==> config.mk <==
export PLATFORM = sky130hd
export DESIGN_NAME = turn_timer
export DESIGN_NICKNAME = d
export VERILOG_FILES = /design/src/rtl/timer_pkg.sv /design/src/rtl/tick_prescaler.sv /design/src/rtl/turn_timer.sv
export SDC_FILE = /design/constraint.sdc
export NUM_CORES = 1
export LEC_CHECK = 0
export ABC_AREA = 1
export CAP_MARGIN = 40
export CELL_PAD_IN_SITES_DETAIL_PLACEMENT = 1
export CELL_PAD_IN_SITES_GLOBAL_PLACEMENT = 2
export CORE_MARGIN = 5
export CORE_UTILIZATION = 31
export DETAILED_ROUTE_END_ITERATION = 6
export PLACE_DENSITY_LB_ADDON = 0.1
export SYNTH_ARGS = -nofsm -noshare
export SYNTH_HDL_FRONTEND = slang
export SYNTH_SLANG_ARGS = --single-unit
==> constraint.sdc <==
create_clock -name clk_in -period 1.8 [get_ports clk_in]
set_input_delay 0.27 -clock clk_in [delete_from_list [all_inputs] [get_ports clk_in]]
set_output_delay 0.27 -clock clk_in [all_outputs]
set_load 0.1 [all_outputs]
==> src/rtl/timer_pkg.sv <==
// Shared types and helpers for the turn timer.
package timer_pkg;

    typedef enum logic [1:0] {IDLE, RUN, PAUSE, EXPIRED} timer_state_t;

    // Value count_out takes after reset, clear, start and every expiry.
    function automatic int cnt_init(input int count_down, input int timeout_s);
        return (count_down != 0) ? timeout_s : 0;
    endfunction

endpackage

==> src/rtl/tick_prescaler.sv <==
// Divides clk_in down to a one-cycle tick every CLK_HZ enabled cycles.
module tick_prescaler #(
    parameter int CLK_HZ = 50_000_000
) (
    input  logic clk_in,
    input  logic rst_in,
    input  logic clr,
    input  logic en,
    output logic tick
);

    localparam int            PW = (CLK_HZ > 1) ? $clog2(CLK_HZ) : 1;
    localparam logic [PW-1:0] TC = PW'(CLK_HZ - 1);

    logic [PW-1:0] cnt_q, cnt_d;

    assign tick = en && (cnt_q == TC);

    always_comb begin
        cnt_d = cnt_q;
        if (clr || tick) begin
            cnt_d = '0;
        end else if (en) begin
            cnt_d = cnt_q + 1'b1;
        end
    end

    always_ff @(posedge clk_in) begin
        if (rst_in) cnt_q <= '0;
        else        cnt_q <= cnt_d;
    end

endmodule

==> src/rtl/turn_timer.sv <==
// Second-resolution game timer: start/pause/clear/auto-reload, up or down count.
// Optional BCD outputs for the overlay are enabled with TURN_TIMER_BCD_EN.
module turn_timer
    import timer_pkg::*;
#(
    parameter int CLK_HZ     = 50_000_000,
    parameter int TIMEOUT_S  = 10,
    parameter int COUNT_DOWN = 0,
    parameter int CNT_W      = $clog2(TIMEOUT_S + 1)
) (
    input  logic             clk_in,
    input  logic             rst_in,
    input  logic             start_in,
    input  logic             pause_in,
    input  logic             clear_in,
    input  logic             auto_reload_in,
    output logic             done,
    output logic             expired_out,
    output logic             running_out,
    output logic [CNT_W-1:0] count_out
`ifdef TURN_TIMER_BCD_EN
    ,
    output logic [3:0]       bcd_tens_out,
    output logic [3:0]       bcd_ones_out
`endif
);

    localparam logic [CNT_W-1:0] CNT_INIT = CNT_W'(cnt_init(COUNT_DOWN, TIMEOUT_S));
    localparam logic [CNT_W-1:0] CNT_LAST = CNT_W'((COUNT_DOWN != 0) ? 1 : TIMEOUT_S - 1);

    timer_state_t     state_q, state_d;
    logic [CNT_W-1:0] count_q, count_d;
    logic             done_q, done_d;
    logic             running_q, running_d;
    logic             expired_q, expired_d;
    logic             pre_clr, pre_en, tick;

    // PAUSE with pause_in low counts like RUN, so each paused cycle costs exactly one cycle.
    assign pre_clr = clear_in || start_in;
    assign pre_en  = ((state_q == RUN) || (state_q == PAUSE)) && !pause_in;

    tick_prescaler #(.CLK_HZ(CLK_HZ)) u_prescaler (
        .clk_in (clk_in),
        .rst_in (rst_in),
        .clr    (pre_clr),
        .en     (pre_en),
        .tick   (tick)
    );

    always_comb begin
        state_d = state_q;
        count_d = count_q;
        done_d  = 1'b0;
        if (clear_in) begin
            state_d = IDLE;
            count_d = CNT_INIT;
        end else if (start_in) begin
            state_d = RUN;
            count_d = CNT_INIT;
        end else begin
            case (state_q)
                RUN, PAUSE: begin
                    if (pause_in) begin
                        state_d = PAUSE;
                    end else begin
                        state_d = RUN;
                        if (tick) begin
                            if (count_q == CNT_LAST) begin
                                count_d = CNT_INIT;
                                done_d  = 1'b1;
                                if (!auto_reload_in) state_d = EXPIRED;
                            end else if (COUNT_DOWN != 0) begin
                                count_d = count_q - 1'b1;
                            end else begin
                                count_d = count_q + 1'b1;
                            end
                        end
                    end
                end
                default: ;
            endcase
        end
        running_d = (state_d == RUN);
        expired_d = (state_d == EXPIRED);
    end

    always_ff @(posedge clk_in) begin
        if (rst_in) begin
            state_q   <= IDLE;
            count_q   <= CNT_INIT;
            done_q    <= 1'b0;
            running_q <= 1'b0;
            expired_q <= 1'b0;
        end else begin
            state_q   <= state_d;
            count_q   <= count_d;
            done_q    <= done_d;
            running_q <= running_d;
            expired_q <= expired_d;
        end
    end

    assign done        = done_q;
    assign expired_out = expired_q;
    assign running_out = running_q;
    assign count_out   = count_q;

`ifdef TURN_TIMER_BCD_EN
    if (TIMEOUT_S > 99) begin : g_bcd_range
        $error("turn_timer: BCD outputs need TIMEOUT_S <= 99");
    end

    localparam logic [3:0] BCD_TENS_INIT = 4'(int'(CNT_INIT) / 10);
    localparam logic [3:0] BCD_ONES_INIT = 4'(int'(CNT_INIT) % 10);

    logic [3:0] bcd_tens_q, bcd_tens_d;
    logic [3:0] bcd_ones_q, bcd_ones_d;

    // Derived from count_d so the digits change on the same edge as count_out.
    always_comb begin
        bcd_tens_d = 4'(int'(count_d) / 10);
        bcd_ones_d = 4'(int'(count_d) % 10);
    end

    always_ff @(posedge clk_in) begin
        if (rst_in) begin
            bcd_tens_q <= BCD_TENS_INIT;
            bcd_ones_q <= BCD_ONES_INIT;
        end else begin
            bcd_tens_q <= bcd_tens_d;
            bcd_ones_q <= bcd_ones_d;
        end
    end

    assign bcd_tens_out = bcd_tens_q;
    assign bcd_ones_out = bcd_ones_q;
`endif

endmodule

### After elaboration in Yosys (flattened, before gate mapping)

Cells that the tools add are included.

* magnitude comparators: 0
* equality and inequality tests: 6
* reduce and logical (&&, ||, !) cells: 11
* $mul: 0
* bitwise logic cells: 3
* shift-type cells: 0
* add/sub/neg operators: 2
* multiplexer cells: 9
* divide/modulo/power cells: 0

Operators by type and width (number)
* 26-bit by 1-bit adder with 26-bit output, second input constant: 1
* 26-bit equality test, second input constant: 1
* 2-bit 2-to-1 mux: 7
* 6-bit OR reduction: 1
* 4-bit by 1-bit adder with 4-bit output, second input constant: 1
* 2-bit by 1-bit equality test with 1-bit output, second input constant: 2
* 2-bit equality test, second input constant: 2
* 4-bit equality test, second input constant: 1
* 4-bit 2-to-1 mux: 1
* 2-bit OR reduction: 2
* 1-bit logical OR: 3
* 1-bit inverter: 3
* 3-bit AND reduction: 1
* 3-bit OR reduction: 1
* 1-bit logical AND: 2
* 1-bit zero test: 1
* 1-bit 2-to-1 mux: 1

* memories kept: 0
* RAM bits: 0
* input bits: 6
* output and inout bits: 7
* logic and storage cells: 37
* ROM bits: 0
* bits in latches: 0
* flip-flop bits (word level): 35

### Longest topological paths before layout

Gate-level depths: netlist of the first run.

* depth in word-level cells: 10
* mapped depth: 11
* mapped depth without buffers: 10

### By module

From an unflattened synthesis of the first run, not the netlist that was laid out.

* cells, all modules: 312
* area total of the unflattened synthesis: 2015.7 um^2

By module, submodules not included
* tick_prescaler: seq. area each 520.5 um^2, cells an instance 241, area each 1540.2 um^2, times used 1
* turn_timer: seq. area each 180.2 um^2, cells an instance 71, area each 475.5 um^2, times used 1

### Worst setup path after synthesis of the first run

Ideal clock, no wire load.

* kind: register -> register
* from: reg count_q[0] (netlist: count_out[0])
* to: reg expired_q (netlist: expired_out)
* arrival: 1.805 ns
* path buffers: 0
* data required time: 1.736 ns
* setup time: 0.064 ns
* stages on the path, launching flop included: 9
* slack: -0.069 ns
* period minus slack after synthesis: 1.869 ns
* cells stage by stage: dfxtp_1 inv_1 nor2_1 nand3_1 nor2_1 nand4_1 nand2_1 nand2_1 nor2_1

* word-level cells in the longest chain between the ends: 8

RTL lines
* from (decl): line turn_timer.sv:32 `logic [CNT_W-1:0] count_q, count_d;`
* from (signal assigned): line turn_timer.sv:96 `count_q <= count_d;`
* 4-bit equality test: line turn_timer.sv:68 `if (count_q == CNT_LAST) begin`
* 2-bit 2-to-1 mux: line turn_timer.sv:68
* 2-bit 2-to-1 mux: line turn_timer.sv:67 `if (tick) begin`
* 2-bit 2-to-1 mux: line turn_timer.sv:63 `if (pause_in) begin`
* 2-bit 2-to-1 mux: line turn_timer.sv:61 `case (state_q)`
* 2-bit 2-to-1 mux: line turn_timer.sv:57 `end else if (start_in) begin`
* 2-bit 2-to-1 mux: line turn_timer.sv:54 `if (clear_in) begin`
* 2-bit equality test: line turn_timer.sv:84 `expired_d = (state_d == EXPIRED);`
* to (signal assigned): line turn_timer.sv:99 `expired_q <= expired_d;`
* to (decl): line turn_timer.sv:35 `logic expired_q, expired_d;`

No other way between the ends.
A chain may end at the register's enable or synchronous reset.

### Worst setup path after layout of the first run

* from: reg u_prescaler.cnt_q[0]
* to: reg u_prescaler.cnt_q[24]

* word-level cells in the longest chain between the ends: 4
* elaborated cells on any way between the ends: 5
* classes of those cells: 1 x add/sub; 1 x eq/ne; 3 x reduce/logical

RTL lines
* from (decl): line tick_prescaler.sv:15 `logic [PW-1:0] cnt_q, cnt_d;`
* from (signal assigned): line tick_prescaler.sv:30 `else cnt_q <= cnt_d;`
* parallel branches: the longest is 4 deep, another holds 26-bit by 1-bit adder with 26-bit output

Parallel ways; which one is timed is not known.

==> reports/qor.txt, run 1 <==
outcome = completed
Synth Area in Compound Gates = 4.496%
Yosys Warn Count = 0
largest net degree at the start of global routing = 13
Slew @ Worst Pin = 0.2989 ns
DIE WIDTH = 91.51 um
Vias = 2042
Place WS = -0.001603 ns
layout cells sized above 1 = 12.40%
drt drc = 0
CP Max Fanout = 4
Max stage delay cell, worst path = dfxtp_1
final core occ = 37.93%
post-route ant nets = 0
sequential power share = 55.2%
Net Sw Frac = 23.93%
Mapped Area = 0.002059 mm2
Yosys reg bits = 35
Rows = 29
Async SR Flop Fraction = 0%
routability cong. = 0.7537
Tot Pwr = 1.409 mW
core area = 0.006422 mm2
Layout area overhead = 18.29%
via/cell ratio = 4.641
logic gate share of total power = 4.4%
top_reg_cell synth = dfxtp_1
most frequent cell after synthesis = nand2_1
H-tree depth = 2
worst path bufs/invs = 1
metal2 WL = 2.527 mm
Synth area leaders = dfxtp_1, nand2_1, nor2_1, inv_1, nand3_1
skew final = 0.006283 ns
Avg WL per Cell = 13.56 um
worst-case clock buffer depth = 2
CP cell instances = ha_1 -> nand3_2 -> clkinv_1 -> nand4_1 -> nor2_1 -> nand4_1 -> nand2_1 -> nor2_1
CTS Buf Count = 5
Synth Area in XOR/XNOR = 2.552%
type of origin of the critical path = flip-flop
Net Switching = 0.3371 mW
vias in the first global route = 2055
clk root buf = clkbuf_8
Post-Synth Simple-Gate Area = 47.69%
Final HPWL DP = 4.846 mm
multi-input logic area = 0.001150 mm2
initial core utilization = 32.07%
total gr overflow = 0
CTS tree = done
WS Path Type = reg2reg
min-delay worst type = reg2reg
RSZ-0062 raised after global routing = no
die height = 91.51 um
worst ir drop on vdd = 288.1 uV
setup tns final = 0 ns
synthesized area per cell = 6.129 um2
first-pass GRT wire length = 10.15 mm
met3 routed WL = 160 um
Clock power frac = 40.4%
Initial DRC Count = 89
Max Slew Vio Count = 0
DR pass1 iterations = 5
clk sinks = 35
Final #Nets = 369
setup slack after layout = 0.1508 ns
# setup viols final = 0
max-cap viol count = 0
min cycle time layout = 1.649 ns
final worst-path cycle share = 91.62%
latest clock arrival within the worst-skew pair = 0.29 ns
Worst Setup End Kind = flip-flop
Fmax achieved = 606.3 MHz
leading cell types by count after synthesis = nand2_1, nor2_1, inv_1, dfxtp_1, nand3_1
Reg clk slew, reported paths = 0.08 ns
initial antenna violation count = 0
Post-synth EDFFs = 0
Syn Nets = 343
Critical Path AT = 1.84 ns
Synth cell types = 28
# diodes = 0
adder-cell area share of the yosys netlist = 0.6075%
Layout fillers = 866
IO Pins = 13
multiplexer area fraction after synthesis = 0%
Worst EP required = 1.99 ns
Yosys top cell area share = 34.02%
DRT Wirelength = 5.965 mm
DIE AREA = 0.008373 mm2
Pwr Density = 578.3 mW/mm2
post-synth top area cell = dfxtp_1
Worst path max stage delay = 0.38 ns
total area of sequential cells = 701.9 um2
relative slew slack = 79.92%
leakage power = 0.9035 nW
IO Port Bufs = 12
Seq/Total Area, Yosys = 34.02%
Met1 Wirelength = 3.217 mm
Hold Vio Cnt, Final = 0
Pint = 1.072 mW
GRT Overall Usage = 15.23%
Top Layer Used = met4
largest family of logic cells by synthesized area = simple AND/OR/NAND/NOR gates
cell family with most CP delay = simple AND/OR/NAND/NOR gates
Mapped Cells = 336
## registers in the layout (all words and copies together), names as in the netlist
name	cells
state_q	2
expired_out	1
running_out	1
done	1
u_prescaler.cnt_q	26
count_out	4
## cell families (layout without fill, tap and decap cells)
logic type	count (synthesis)	after routing
XOR/XNOR	6	6
buffers and inverters	53	80
flip-flops	35	35
AO/OA/AOI/OAI	18	18
AND/OR/NAND/NOR	223	223
adder cells (fa/ha/maj)	1	1
## path summary, 6_finish.rpt
| check | startpoint | end | slack (ns) | depth (start not counted) |
|---|---|---|---|---|
| worst min register to register | count_out[0]$_SDFFE_PP0P_ | count_out[0]$_SDFFE_PP0P_ | 0.49 | 2 |
| worst min-delay path | count_out[0]$_SDFFE_PP0P_ | count_out[0]$_SDFFE_PP0P_ | 0.49 | 2 |
| worst max register to register | u_prescaler.cnt_q[0]$_SDFFE_PP0P_ | u_prescaler.cnt_q[24]$_SDFFE_PP0P_ | 0.15 | 8 |
| worst max-delay path | u_prescaler.cnt_q[0]$_SDFFE_PP0P_ | u_prescaler.cnt_q[24]$_SDFFE_PP0P_ | 0.15 | 8 |
## per-stage QoR
stage	instances	hold WS [ns]	cell area (um2)
after floorplan	336	0.3424	2061
after global placement	432	0.4811	2345
after detailed placement	432	0.4903	2345
after CTS	440	0.4969	2426
after global routing	440	0.5262	2436
final	440	0.4923	2436
## worst register-to-register path, cell delays in order (launching register included)
cell and delay [ns]:
dfxtp_1 0.38, ha_1 0.21, nand3_2 0.16, clkinv_1 0.10, nand4_1 0.17, nor2_1 0.27, nand4_1 0.13, nand2_1 0.09
nor2_1 0.04
## layer usage
metal	GRT usage [%]	vias to the layer above
met5	0	-
li1	-	1084
met2	23.07	17
met4	3.769	0
met3	2.727	7
met1	22.16	934
## final cells by class
class                      count  area share, %
timing repair buffer          23          9.142
multi-input combinational    248          47.20
sequential                    35          28.81
clock buffer                   7          3.133
tap                           77          3.955
clock inverter                 1         0.2054
inverter                      49          7.550
## power by group through the flow
stage / registers [mW] / logic [mW] / clock network, mW
final: 0.778 / 0.0618 / 0.569
after floorplan: 0.804 / 0.0297 / 0
after CTS: 0.778 / 0.0631 / 0.594
after global routing: 0.778 / 0.0679 / 0.628
after detailed placement: 0.796 / 0.0630 / 0
after global placement: 0.796 / 0.0628 / 0
## layout by cell type (no fill, tap or decap)
cell,n
clkdlybuf4s50_1,5
nand2_1,96
nand3_1,17
o21ai_1,1
or2_0,1
nand2_4,1
ha_1,1
nor3b_1,2
clkinv_1,1
nor2_1,71
xor2_1,5
o21ai_0,5
a21oi_1,11
buf_4,15
inv_1,46
inv_2,2
nor3_1,9
o21bai_1,1
dfxtp_1,34
buf_12,3
nand4_1,8
and3_1,1
clkbuf_1,2
clkinv_2,1
nor2_4,3
nor2_2,7
nand3_2,4
nor3_4,1
xnor2_1,1
clkbuf_8,5
nand2_2,2
dfxtp_2,1
## timing repair
| action | 4_1_cts | 5_1_grt |
|---|---|---|
| setup buffers | 0 | 0 |
| hold buffers | 0 | 0 |
| setup endpoints to repair | 0 | 7 |
| resized for setup | 0 | 3 |
(Power assumes the default switching activity.)
==> inputs of run 2 (changes only) <==
--- a/config.mk
+++ b/config.mk
@@ -12,6 +12,7 @@
 export CORE_MARGIN = 5
 export CORE_UTILIZATION = 31
 export DETAILED_ROUTE_END_ITERATION = 6
+export MAX_ROUTING_LAYER = met4
 export PLACE_DENSITY_LB_ADDON = 0.1
 export SYNTH_ARGS = -nofsm -noshare
 export SYNTH_HDL_FRONTEND = slang
==> run 2 against run 1 <==
Effect of this change: clock skew up 0.0013 ns; highest routed layer unchanged; setup slack about the same; hold slack about the same; critical path depth unchanged; clock power about the same; power down 0.17%; critical path type unchanged; critical endpoint unchanged.
==> reports/qor.txt, run 2 (synthesis results as in run 1) <==
worst ir drop on vdd = 288.0 uV (was 288.1 uV)
Worst EP required = 1.99 ns (about the same)
worst-case clock buffer depth = 2 (unchanged)
layout cells sized above 1 = 12.40% (unchanged)
commonest cells after routing, fill and taps aside = nand2_1, nor2_1, inv_1, dfxtp_1, nand3_1 (unchanged)
Layout fillers = 866 (unchanged)
# diodes = 0 (unchanged)
Max Slew Vio Count = 0 (unchanged)
DR pass1 iterations = 4 (was 5)
Initial DRC Count = 78 (was 89)
DIE WIDTH = 91.51 um (unchanged)
latest clock arrival within the worst-skew pair = 0.29 ns (about the same)
R2R Setup Slk = 0.15 ns (about the same)
first-pass GRT wire length = 10.15 mm (unchanged)
Reg2Reg Depth = 8 (unchanged)
worst min-delay path startpoint = count_out[0]$_SDFFE_PP0P_ (unchanged)
min cycle time layout = 1.649 ns (about the same)
multi-input logic area = 0.001150 mm2 (unchanged)
core area = 0.006422 mm2 (unchanged)
Hold Vio Cnt, Final = 0 (unchanged)
Slew @ Worst Pin = 0.2988 ns (was 0.2989 ns)
largest net degree at the start of global routing = 13 (unchanged)
Reg clk slew, reported paths = 0.08 ns (about the same)
max-cap viol count = 0 (unchanged)
drt drc = 0 (unchanged)
skew final = 0.007617 ns (was 0.006283 ns)
DRT Wirelength = 5.951 mm (was 5.965 mm)
Top reg by flops = u_prescaler.cnt_q (unchanged)
min-delay worst type = reg2reg (unchanged)
CP Max Fanout = 4 (unchanged)
worst flop-to-flop path endpoint = u_prescaler.cnt_q[24]$_SDFFE_PP0P_ (unchanged)
Largest register FFs = 26 (unchanged)
setup slack after layout = 0.1508 ns (about the same)
Critical path origin = u_prescaler.cnt_q[0]$_SDFFE_PP0P_ (unchanged)
relative slew slack = 79.92% (about the same)
Crit Reg-Reg Startpoint = u_prescaler.cnt_q[0]$_SDFFE_PP0P_ (unchanged)
DIE AREA = 0.008373 mm2 (unchanged)
routability cong. = 0.7635 (was 0.7537)
Place WS = -0.001603 ns (unchanged)
type of origin of the critical path = flip-flop (unchanged)
total gr overflow = 0 (unchanged)
H-tree depth = 2 (unchanged)
Tot Pwr = 1.406 mW (was 1.409 mW)
Final #Nets = 369 (unchanged)
clk sinks = 35 (unchanged)
most common cell after layout, fill and taps aside = nand2_1 (unchanged)
leakage power = 0.9035 nW (unchanged)
final worst-path cycle share = 91.62% (about the same)
Critical Path AT = 1.84 ns (about the same)
initial antenna violation count = 0 (unchanged)
IO Port Bufs = 12 (unchanged)
initial core utilization = 32.07% (unchanged)
Final HPWL DP = 4.846 mm (unchanged)
IO Pins = 13 (unchanged)
Hold-fix buffers, CTS = 0 (unchanged)
Rows = 29 (unchanged)
post-route ant nets = 0 (unchanged)
worst setup path end = u_prescaler.cnt_q[24]$_SDFFE_PP0P_ (unchanged)
Fmax achieved = 606.3 MHz (about the same)
die height = 91.51 um (unchanged)
GRT Overall Usage = 15.68% (was 15.23%)
clk root buf = clkbuf_8 (unchanged)
Layout area overhead = 18.29% (unchanged)
Pwr Density = 577.3 mW/mm2 (was 578.3 mW/mm2)
Worst Setup End Kind = flip-flop (unchanged)
WS Path Type = reg2reg (unchanged)
via/cell ratio = 4.650 (was 4.641)
CTS Buf Count = 5 (unchanged)
# setup viols final = 0 (unchanged)
Vias = 2046 (was 2042)
RSZ-0062 raised after global routing = no (unchanged)
total area of sequential cells = 701.9 um2 (unchanged)
outcome = completed (unchanged)
vias in the first global route = 2054 (was 2055)
Avg WL per Cell = 13.53 um (was 13.56 um)
CTS tree = done (unchanged)
-- run 2: cell counts in the layout (fill, tap and decap cells not counted) --
No cell type changed its count.
-- run 2: worst min path at each step --
stage | end | slack [ns] | cells past startpoint
6_report | count_out[0]$_SDFFE_PP0P_ | 0.49 | 2
5_1_grt | u_prescaler.cnt_q[1]$_SDFFE_PP0P_ | 0.53 | 2
4_1_cts | count_out[0]$_SDFFE_PP0P_ | 0.50 | 2
3_5_place_dp | count_out[0]$_SDFFE_PP0P_ | 0.49 | 2
3_3_place_gp | count_out[0]$_SDFFE_PP0P_ | 0.48 | 2
2_1_floorplan | state_q[1]$_SDFF_PP0_ | 0.34 | 1
-- run 2: repair_timing --
| item | CTS | global route |
|---|---|---|
| gates resized for setup | 0 | 3 |
| setup endpoints to repair | 0 | 6 |
| buffers inserted | 0 | 0 |
| endpoints found under the hold margin | 0 | 0 |
-- run 2: power by group --
| part | switching (mW) | internal [mW] |
|---|---|---|
| clock network | 0.295 | 0.272 |
| logic | 0.0385 | 0.0233 |
| registers | 0.00152 | 0.776 |
| total | 0.335 | 1.07 |
-- run 2: worst max-delay path: stages, from the launching register on --
cell and delay (ns):
dfxtp_1 0.38, ha_1 0.21, nand3_2 0.17, clkinv_1 0.10, nand4_1 0.17, nor2_1 0.27
nand4_1 0.13, nand2_1 0.09, nor2_1 0.04
-- run 2: stage by stage --
step                      util (%)  hold slack (ns)  cell area (um2)  instances  setup TNS [ns]
final                        37.93           0.4925             2436        440               0
after detailed placement     36.51           0.4903             2345        432       -0.001894
after CTS                    37.78           0.4969             2426        440               0
after global routing         37.93           0.5259             2436        440               0
after global placement       36.51           0.4811             2345        432               0
after floorplan                  -           0.3424             2061        336               0
-- run 2: final cells by class --
type                            count  share of cell area, %
Clock buffer                        7                  3.133
Clock inverter                      1                 0.2054
Inverter                           49                  7.550
Multi-Input combinational cell    248                  47.20
Sequential cell                    35                  28.81
Tap cell                           77                  3.955
Timing Repair Buffer               23                  9.142
-- run 2: per-layer routing --
layer	vias up	track usage [%]	routed length, um
li1	1085	-	-
met5	-	-	0
met4	0	3.769	51
met2	20	23.07	2566
met3	6	2.727	193
met1	935	22.16	3139
